==> config.mk <==
export PLATFORM = sky130hd
export DESIGN_NAME = fc1_ifm_buffer
export DESIGN_NICKNAME = d
export VERILOG_FILES = /design/src/rtl/fc_pkg.sv /design/src/rtl/fc1_ifm_ram.sv /design/src/rtl/fc1_ifm_buffer.sv
export SDC_FILE = /design/constraint.sdc
export NUM_CORES = 2
export LEC_CHECK = 0
export BUFFER_PORTS_ARGS = -buffer_cell sky130_fd_sc_hd__buf_2
export CAP_MARGIN = 20
export CORE_ASPECT_RATIO = 1.5
export CORE_UTILIZATION = 35
export DETAILED_ROUTE_END_ITERATION = 16
export GPL_ROUTABILITY_DRIVEN = 1
export PLACE_DENSITY = 0.56
export SETUP_SLACK_MARGIN = 0.15
export SYNTH_ARGS = -nofsm -noshare
export SYNTH_HDL_FRONTEND = slang
export SYNTH_HIERARCHICAL = 1
export SYNTH_SLANG_ARGS = --single-unit
==> constraint.sdc <==
create_clock -name clk -period 5.4 [get_ports clk]
set_input_delay 0.27 -clock clk [delete_from_list [all_inputs] [get_ports clk]]
set_output_delay 0.27 -clock clk [all_outputs]
set_load 0.005 [all_outputs]
==> src/rtl/fc_pkg.sv <==
// Shared FC-layer constants and the feed-buffer state encoding.
package fc_pkg;

    localparam int FC_DATA_WIDTH   = 32;
    localparam int FC1_IFM_DEPTH   = 120;
    localparam int FC1_NUM_NEURONS = 84;

    typedef enum logic [1:0] {
        FILL    = 2'd0,
        START   = 2'd1,
        SERVE   = 2'd2,
        RELEASE = 2'd3
    } fc_buf_state_e;

endpackage

==> src/rtl/fc1_ifm_ram.sv <==
// Simple dual-port activation RAM: sync write port, registered sync read port.
module fc1_ifm_ram #(
    parameter int DATA_WIDTH = 32,
    parameter int DEPTH      = 120,
    parameter int ADDR_W     = $clog2(DEPTH)
) (
    input  logic                  clk,
    input  logic                  rst_n,
    input  logic                  we,
    input  logic [ADDR_W-1:0]     waddr,
    input  logic [DATA_WIDTH-1:0] wdata,
    input  logic                  re,
    input  logic [ADDR_W-1:0]     raddr,
    output logic [DATA_WIDTH-1:0] rdata
);

    logic [DATA_WIDTH-1:0] mem [DEPTH];
    logic [DATA_WIDTH-1:0] rdata_d, rdata_q;

    always_ff @(posedge clk) begin
        if (we) mem[waddr] <= wdata;
    end

    // Output register holds its value between reads; only it is reset, not the array.
    always_comb begin
        rdata_d = rdata_q;
        if (re) rdata_d = mem[raddr];
    end

    always_ff @(posedge clk or negedge rst_n) begin
        if (!rst_n) rdata_q <= '0;
        else        rdata_q <= rdata_d;
    end

    assign rdata = rdata_q;

endmodule

==> src/rtl/fc1_ifm_buffer.sv <==
// FC1 input-vector buffer: fills from the flatten stage, serves FC1 reads, hands the
// buffer back upstream when FC1 is done.
module fc1_ifm_buffer
    import fc_pkg::*;
#(
    parameter int DATA_WIDTH = FC_DATA_WIDTH,
    parameter int IFM_DEPTH  = FC1_IFM_DEPTH,
    parameter int ADDR_W     = $clog2(IFM_DEPTH)
) (
    input  logic                  clk,
    input  logic                  reset,
    input  logic [DATA_WIDTH-1:0] data_in_from_previous,
    input  logic                  enable_write_current,
    input  logic                  start_from_previous,
    output logic                  end_to_previous,
    output logic                  start_to_next,
    input  logic                  enable_read_current,
    output logic [DATA_WIDTH-1:0] data_out_to_next,
    input  logic                  end_from_next,
    output logic                  busy,
    output logic [ADDR_W:0]       wr_count,
    output logic                  overflow
);

    localparam logic [ADDR_W:0]   FULL_CNT  = (ADDR_W+1)'(IFM_DEPTH);
    localparam logic [ADDR_W-1:0] LAST_ADDR = ADDR_W'(IFM_DEPTH - 1);

    fc_buf_state_e     state_d, state_q;
    logic [ADDR_W-1:0] wr_ptr_d, wr_ptr_q;
    logic [ADDR_W-1:0] rd_ptr_d, rd_ptr_q;
    logic [ADDR_W:0]   wr_count_d, wr_count_q;
    logic              overflow_d, overflow_q;
    logic              start_d, start_q;
    logic              end_d, end_q;
    logic              ram_we, ram_re;

    always_comb begin
        state_d    = state_q;
        wr_ptr_d   = wr_ptr_q;
        rd_ptr_d   = rd_ptr_q;
        wr_count_d = wr_count_q;
        overflow_d = overflow_q;
        start_d    = 1'b0;
        end_d      = 1'b0;
        ram_we     = 1'b0;
        ram_re     = 1'b0;

        // Writes are only legal in FILL; anywhere else they are dropped and flagged.
        if (enable_write_current && state_q != FILL) overflow_d = 1'b1;

        case (state_q)
            FILL: begin
                if (enable_write_current) begin
                    if (wr_count_q < FULL_CNT) begin
                        ram_we     = 1'b1;
                        wr_ptr_d   = wr_ptr_q + 1'b1;
                        wr_count_d = wr_count_q + 1'b1;
                    end else begin
                        overflow_d = 1'b1;
                    end
                end
                if (start_from_previous) begin
                    state_d = START;
                    start_d = 1'b1;
                end
            end
            START: begin
                rd_ptr_d = '0;
                state_d  = SERVE;
            end
            SERVE: begin
                if (enable_read_current) begin
                    ram_re   = 1'b1;
                    rd_ptr_d = (rd_ptr_q == LAST_ADDR) ? '0 : rd_ptr_q + 1'b1;
                end
                // A coincident read still completes; end takes the state.
                if (end_from_next) begin
                    state_d = RELEASE;
                    end_d   = 1'b1;
                end
            end
            RELEASE: begin
                wr_ptr_d   = '0;
                wr_count_d = '0;
                rd_ptr_d   = '0;
                state_d    = FILL;
            end
            default: state_d = FILL;
        endcase
    end

    always_ff @(posedge clk or negedge reset) begin
        if (!reset) begin
            state_q    <= FILL;
            wr_ptr_q   <= '0;
            rd_ptr_q   <= '0;
            wr_count_q <= '0;
            overflow_q <= 1'b0;
            start_q    <= 1'b0;
            end_q      <= 1'b0;
        end else begin
            state_q    <= state_d;
            wr_ptr_q   <= wr_ptr_d;
            rd_ptr_q   <= rd_ptr_d;
            wr_count_q <= wr_count_d;
            overflow_q <= overflow_d;
            start_q    <= start_d;
            end_q      <= end_d;
        end
    end

    fc1_ifm_ram #(
        .DATA_WIDTH (DATA_WIDTH),
        .DEPTH      (IFM_DEPTH),
        .ADDR_W     (ADDR_W)
    ) u_ram (
        .clk   (clk),
        .rst_n (reset),
        .we    (ram_we),
        .waddr (wr_ptr_q),
        .wdata (data_in_from_previous),
        .re    (ram_re),
        .raddr (rd_ptr_q),
        .rdata (data_out_to_next)
    );

    assign start_to_next   = start_q;
    assign end_to_previous = end_q;
    assign busy            = (state_q != FILL);
    assign wr_count        = wr_count_q;
    assign overflow        = overflow_q;

endmodule

Yosys cells after proc, flatten, opt, wreduce, memory -nomap -nowiden
Memories as Yosys holds them, arrays and structs flattened. A register that Yosys moved wholly into a read port is not among the register bits.
Index checks and enable logic that the tools add are counted.
{"block": "totals", "ff_bits": 27, "ramBits": 3840, "inputBits": 38, "wordCells": 58, "memories": 1}
{"block": "classes", "add_sub_neg": 3, "order_cmp": 1, "n_eq_ne": 9, "n_mux": 27, "reduce_logical": 10}
{"memory": "u_ram.mem", "depth": 120, "width": 32, "rd": 1, "rd_clocked_by_memory_dff": 1, "write_ports": 1, "line": "fc1_ifm_ram.sv:17", "text": "logic [DATA_WIDTH-1:0] mem [DEPTH];"}
{"cell": "2-to-1 mux 7 bit", "n": 4}
{"cell": "case mux 7 bit (2 select lines)", "n": 2}
{"cell": "2-to-1 mux 8 bit", "n": 2}
{"cell": "case mux 8 bit (2 select lines)", "n": 1}
{"cell": "2-to-1 mux 1 bit", "n": 15}
{"cell": "adder 7 x 1 -> 7 bit (second input constant)", "n": 2}
{"cell": "inequality test 2 bit (second input constant)", "n": 5}
{"cell": "adder 8 x 1 -> 8 bit (second input constant)", "n": 1}
{"cell": "less-than comparator 8 x 7 -> 1 bit (second input constant)", "n": 1}
{"cell": "case mux 2 bit (4 select lines)", "n": 1}
{"cell": "== test 7 bit (second input constant)", "n": 1}
{"cell": "nonzero test 2 bit", "n": 3}
{"cell": "== test 2 bit (second input constant)", "n": 2}
{"cell": "2-to-1 mux 2 bit", "n": 2}
{"cell": "AND reduction 2 bit", "n": 2}
{"cell": "AND reduction 3 bit", "n": 1}
{"cell": "== test 2 x 1 -> 1 bit (second input constant)", "n": 1}
{"cell": "zero test 2 bit", "n": 1}
{"cell": "OR reduction 2 bit", "n": 1}
{"cell": "logical AND 1 bit", "n": 1}
{"cell": "zero test 1 bit", "n": 1}

Depth between registers and ports, before layout
{"block": "logic_depth", "ltp_word": 6, "mapped_depth": 13, "ltp_nobuf": 9}

By module
Netlist, hierarchy kept.
{"mod": "fc1_ifm_ram", "n_inst": 1, "cells_per_inst": 6745, "area_per_inst_um2": 148427.4, "seq_area_each_um2": 116111.4}
{"mod": "fc1_ifm_buffer", "n_inst": 1, "cells_per_inst": 163, "area_per_inst_um2": 1601.5, "seq_area_each_um2": 675.6}

Worst setup path before layout
OpenSTA, ideal clock, no wires.
{"block": "synth_path", "path_type": "reg2reg", "from": "reg state_q[0]", "to": "mem u_ram.mem[92][0] (enable)", "t_arrival_ps": 3903, "required_ps": 4939, "setup_slack_ps": 1036, "stages_incl_launch_ff": 8, "path_buffers": 0, "cell_sequence": "dfrtp_1 -> inv_1 -> ha_1 -> nand2_2 -> nor2_4 -> and3b_1 -> nand3_1 -> nor3_1"}
{"block": "synth_via", "elab_chain_cells": 4}
{"element": "from (decl)", "line": "fc1_ifm_buffer.sv:28", "text": "fc_buf_state_e state_d, state_q;"}
{"element": "from (signal assigned)", "line": "fc1_ifm_buffer.sv:102", "text": "state_q <= state_d;"}
{"element": "zero test 2 bit", "line": "fc1_ifm_buffer.sv:51", "text": "case (state_q)"}
{"element": "2-to-1 mux 1 bit", "line": "fc1_ifm_buffer.sv:51"}
{"element": "via ram_we", "line": "fc1_ifm_buffer.sv:35", "text": "logic ram_we, ram_re;"}
{"element": "2-to-1 mux 1 bit", "line": "fc1_ifm_ram.sv:21", "text": "if (we) mem[waddr] <= wdata;"}
{"element": "2-to-1 mux 1 bit (not written as such)", "line": "fc1_ifm_ram.sv:21"}
{"element": "to (decl)", "line": "fc1_ifm_ram.sv:17"}
The timed path passes the listed nets, and every way through them passes these cells.

==> reports/results.tsv <==
metric	value	unit
startpoint	rd_ptr_q[0]	
dp_slack	0.796	ns
antenna_found_initial	52	
gr-usage-met3	3.41	%
rsz0062_at_grt	false	
synth_fa_ha_area_share	0.0667	%
ys_seq_area_share	77.8	%
worstMarginPinSlew	1.30	ns
yosys-top-cells-count	edfxtp_1, mux4_2, mux2i_1	
r2r-start	rd_ptr_q[0]	
post-dp-hpwl	311000	um
leakagePower	53.0	nW
synth-simple-area-share	2.04	%
relSlewSlack	13.5	%
clock_latency	0.96	ns
cp_top_family	compound AO/OA/AOI/OAI gates	
postCtsSetupRepairBufs	0	
clock_sinks	3899	
gr-total-overflow	0	
areaGrowthSynthToFinish	14.7	%
cpMaxStageDelayCell	dfrtp_4	
arrival	5.38	ns
met2_usage	38.6	%
detail_route.vias_per_cell	5.79	
grt_max_degree	121	
grt-busiest-layer	met2	
vias	77500	
drt-initial-drc-count	9428	
root_buffer	clkbuf_16	
cp.required	6.17	ns
synth_area	150000	um^2
hp-class	primary input to flip-flop	
path_clk_slew	0.07	ns
synth_mux_area_share	15.1	%
synth_compound_area_share	3.32	%
dieWidth	537	um
finalInstanceArea	172000	um^2
yosys-top-cells-area	edfxtp_1, mux4_2, mux2i_1, dfrtp_1, a22oi_1	
synth_top_area_share	76.9	%
start_kind	flip-flop	
synth_cells	6908	
io_pins	82	
worst_hold_slack	-0.00799	ns
yosysUniqueCellTypes	78	
critPathMaxFanout	28	
yosysTopAreaCell	edfxtp_1	
async_flop_share	1.51	%
dp_cells	12700	
synth_enable_flop_cells	3840	
synth_fp_nets	6954	
start_util	35.1	%
worstSetupEndpointType	flip-flop	
cts_max_path_buffers	4	
fin_skew	0.0559	ns
cts_made_buffers	349	
avgSynthCellArea	21.7	um^2
min_from	data_in_from_previous[11]	
synthFlopType	edfxtp_1	
synth_top_family_by_area	multiplexers	
die_height	804	um
grt_pass1_vias	77300	
max_freq	0.217	GHz
fin_crit_sh	85.3	%
hold_viol	15	
synth-xor-area-share	0.0525	%
tritoncts	done	
fin_cells	13400	
critical_path_class	flip-flop to flip-flop	
worst-path-buf-inv	1	
routabilityCongestion	0.925	
drc	0	
track_usage	22.6	%
drive_gt1_share	27.1	%
fin_crit	4.61	ns
crit_chain	buf_4 -> mux4_2 -> mux2i_1 -> a22o_1 -> nor4_1 -> a32oi_1 -> o21ai_0	
rows	294	
power.density	443	nW/um^2
yosysWarnings	6	
grtUsageMet1	26.3	%
grt_pass1_wl	666000	um
setup_ws	0.792	ns
yosys.cell_count.top_type	edfxtp_1	
ant_nets	0	
drv_cap	0	
final-setup-viol-count	0	
outcome	complete, but fails checks	
wl	492000	um
cts-htree-levels	5	
cp_slowest_stage_delay	0.98	ns
ir_worst_vdd	0.000273	V
layout.nets	7493	
violations	negative hold slack	
fin_setup_tns	0	ns
synth_seq_cells	3899	
final_max_slew_viol_count	0	
dieArea	431000	um^2
place_area	160000	um^2
core	427000	um^2
numPortBuffers	81	
dr.pass1.iters	7	
wl_per_cell	36.8	um
-- path summary, 6_finish.rpt --
check | endpoint | slack [ns] | cells past startpoint
max | u_ram/rdata[31] | 0.79 | 7
min | u_ram/mem[7][11] | -0.008 | 1
max reg2reg | u_ram/rdata[31] | 0.79 | 7
min reg2reg | overflow | 0.46 | 1
max in group asynchronous | rd_ptr_q[0] | 3.71 | 4
min in group asynchronous | u_ram/rdata[23] | 0.54 | 4
-- placed cells by master (no fill, tap or decap), types with 22 or more instances in the layout --
cell / n
buf_4: 451
o22ai_1: 86
clkinv_1: 50
clkbuf_1: 78
nand3_1: 71
o221ai_1: 57
bufinv_16: 36
a31oi_1: 42
mux2_2: 30
a22oi_1: 122
and3_1: 22
nand2_1: 231
mux2i_1: 339
a221oi_1: 46
mux4_2: 821
dfrtp_1: 53
a21oi_1: 87
diode_2: 30
nor3_1: 24
clkinv_2: 58
nor2_4: 114
buf_2: 48
buf_12: 48
dlygate4sd3_1: 34
edfxtp_1: 3840
nor2_1: 57
o21ai_0: 82
clkbuf_16: 355
a211oi_1: 26
-- cells by family after synthesis --
logic type	count (synthesis)
DFF	3899
muxes	1205
AOI/OAI and AO/OA	707
and+or+nand+nor	663
buffers and inverters	417
xor gates and xnor gates	9
adders and majority gates	8
-- final cells by class --
| class | instances | area, um^2 |
|---|---|---|
| clock inverters | 178 | 1880 |
| flip-flops and latches | 3899 | 117000 |
| multi-input cells | 2592 | 31900 |
| well taps | 5624 | 7040 |
| diodes | 30 | 75.1 |
| repair buffers | 584 | 4980 |
| clock buffers | 450 | 9410 |
| inverters | 21 | 91.3 |
| fillers | 37300 | 255000 |
-- metrics by stage --
| stage | power [mW] | utilization (%) |
|---|---|---|
| finish | 76.3 | 40.3 |
| global route | 78.2 | 40.3 |
| CTS | 76.7 | 40.3 |
| detailed placement | 51.8 | 37.6 |
| global placement | 51.6 | 37.5 |
| floorplan | 44.9 | - |
-- metal layers --
| metal | wire, um | part of all wire [%] |
|---|---|---|
| met3 | 35400 | 7.2 |
| met1 | 170000 | 35 |
| met4 | 38700 | 7.9 |
| met5 | 86 | 0.017 |
| met2 | 248000 | 50 |
-- worst register-to-register path: cells and delay by family, from the launching register on --
family	cells	cell delay [ns]
multiplexers	2	1.11
flip-flops	1	0.98
AO/OA/AOI/OAI	3	1.62
buffers and inverters	1	0.67
AND/OR/NAND/NOR	1	0.09
-- what timing repair did --
action	CTS	global route
resized for setup	0	0
endpoints found under the hold margin	1069	0
hold buffers	35	0
-- registers in the layout, summed over array words and instances (netlist names) --
signal / flops
wr_ptr_q: 7
overflow: 1
u_ram/rdata: 32
u_ram/mem: 3840
start_to_next: 1
state_q: 2
rd_ptr_q: 7
wr_count: 8
end_to_previous: 1
-- report_power, final --
group | switching (mW) | internal, mW | total (mW)
logic | 9.97 | 6.99 | 17.0
clock network | 11.1 | 14.1 | 25.2
registers | 0.651 | 33.5 | 34.1
Power figures use the tool's default switching activity.
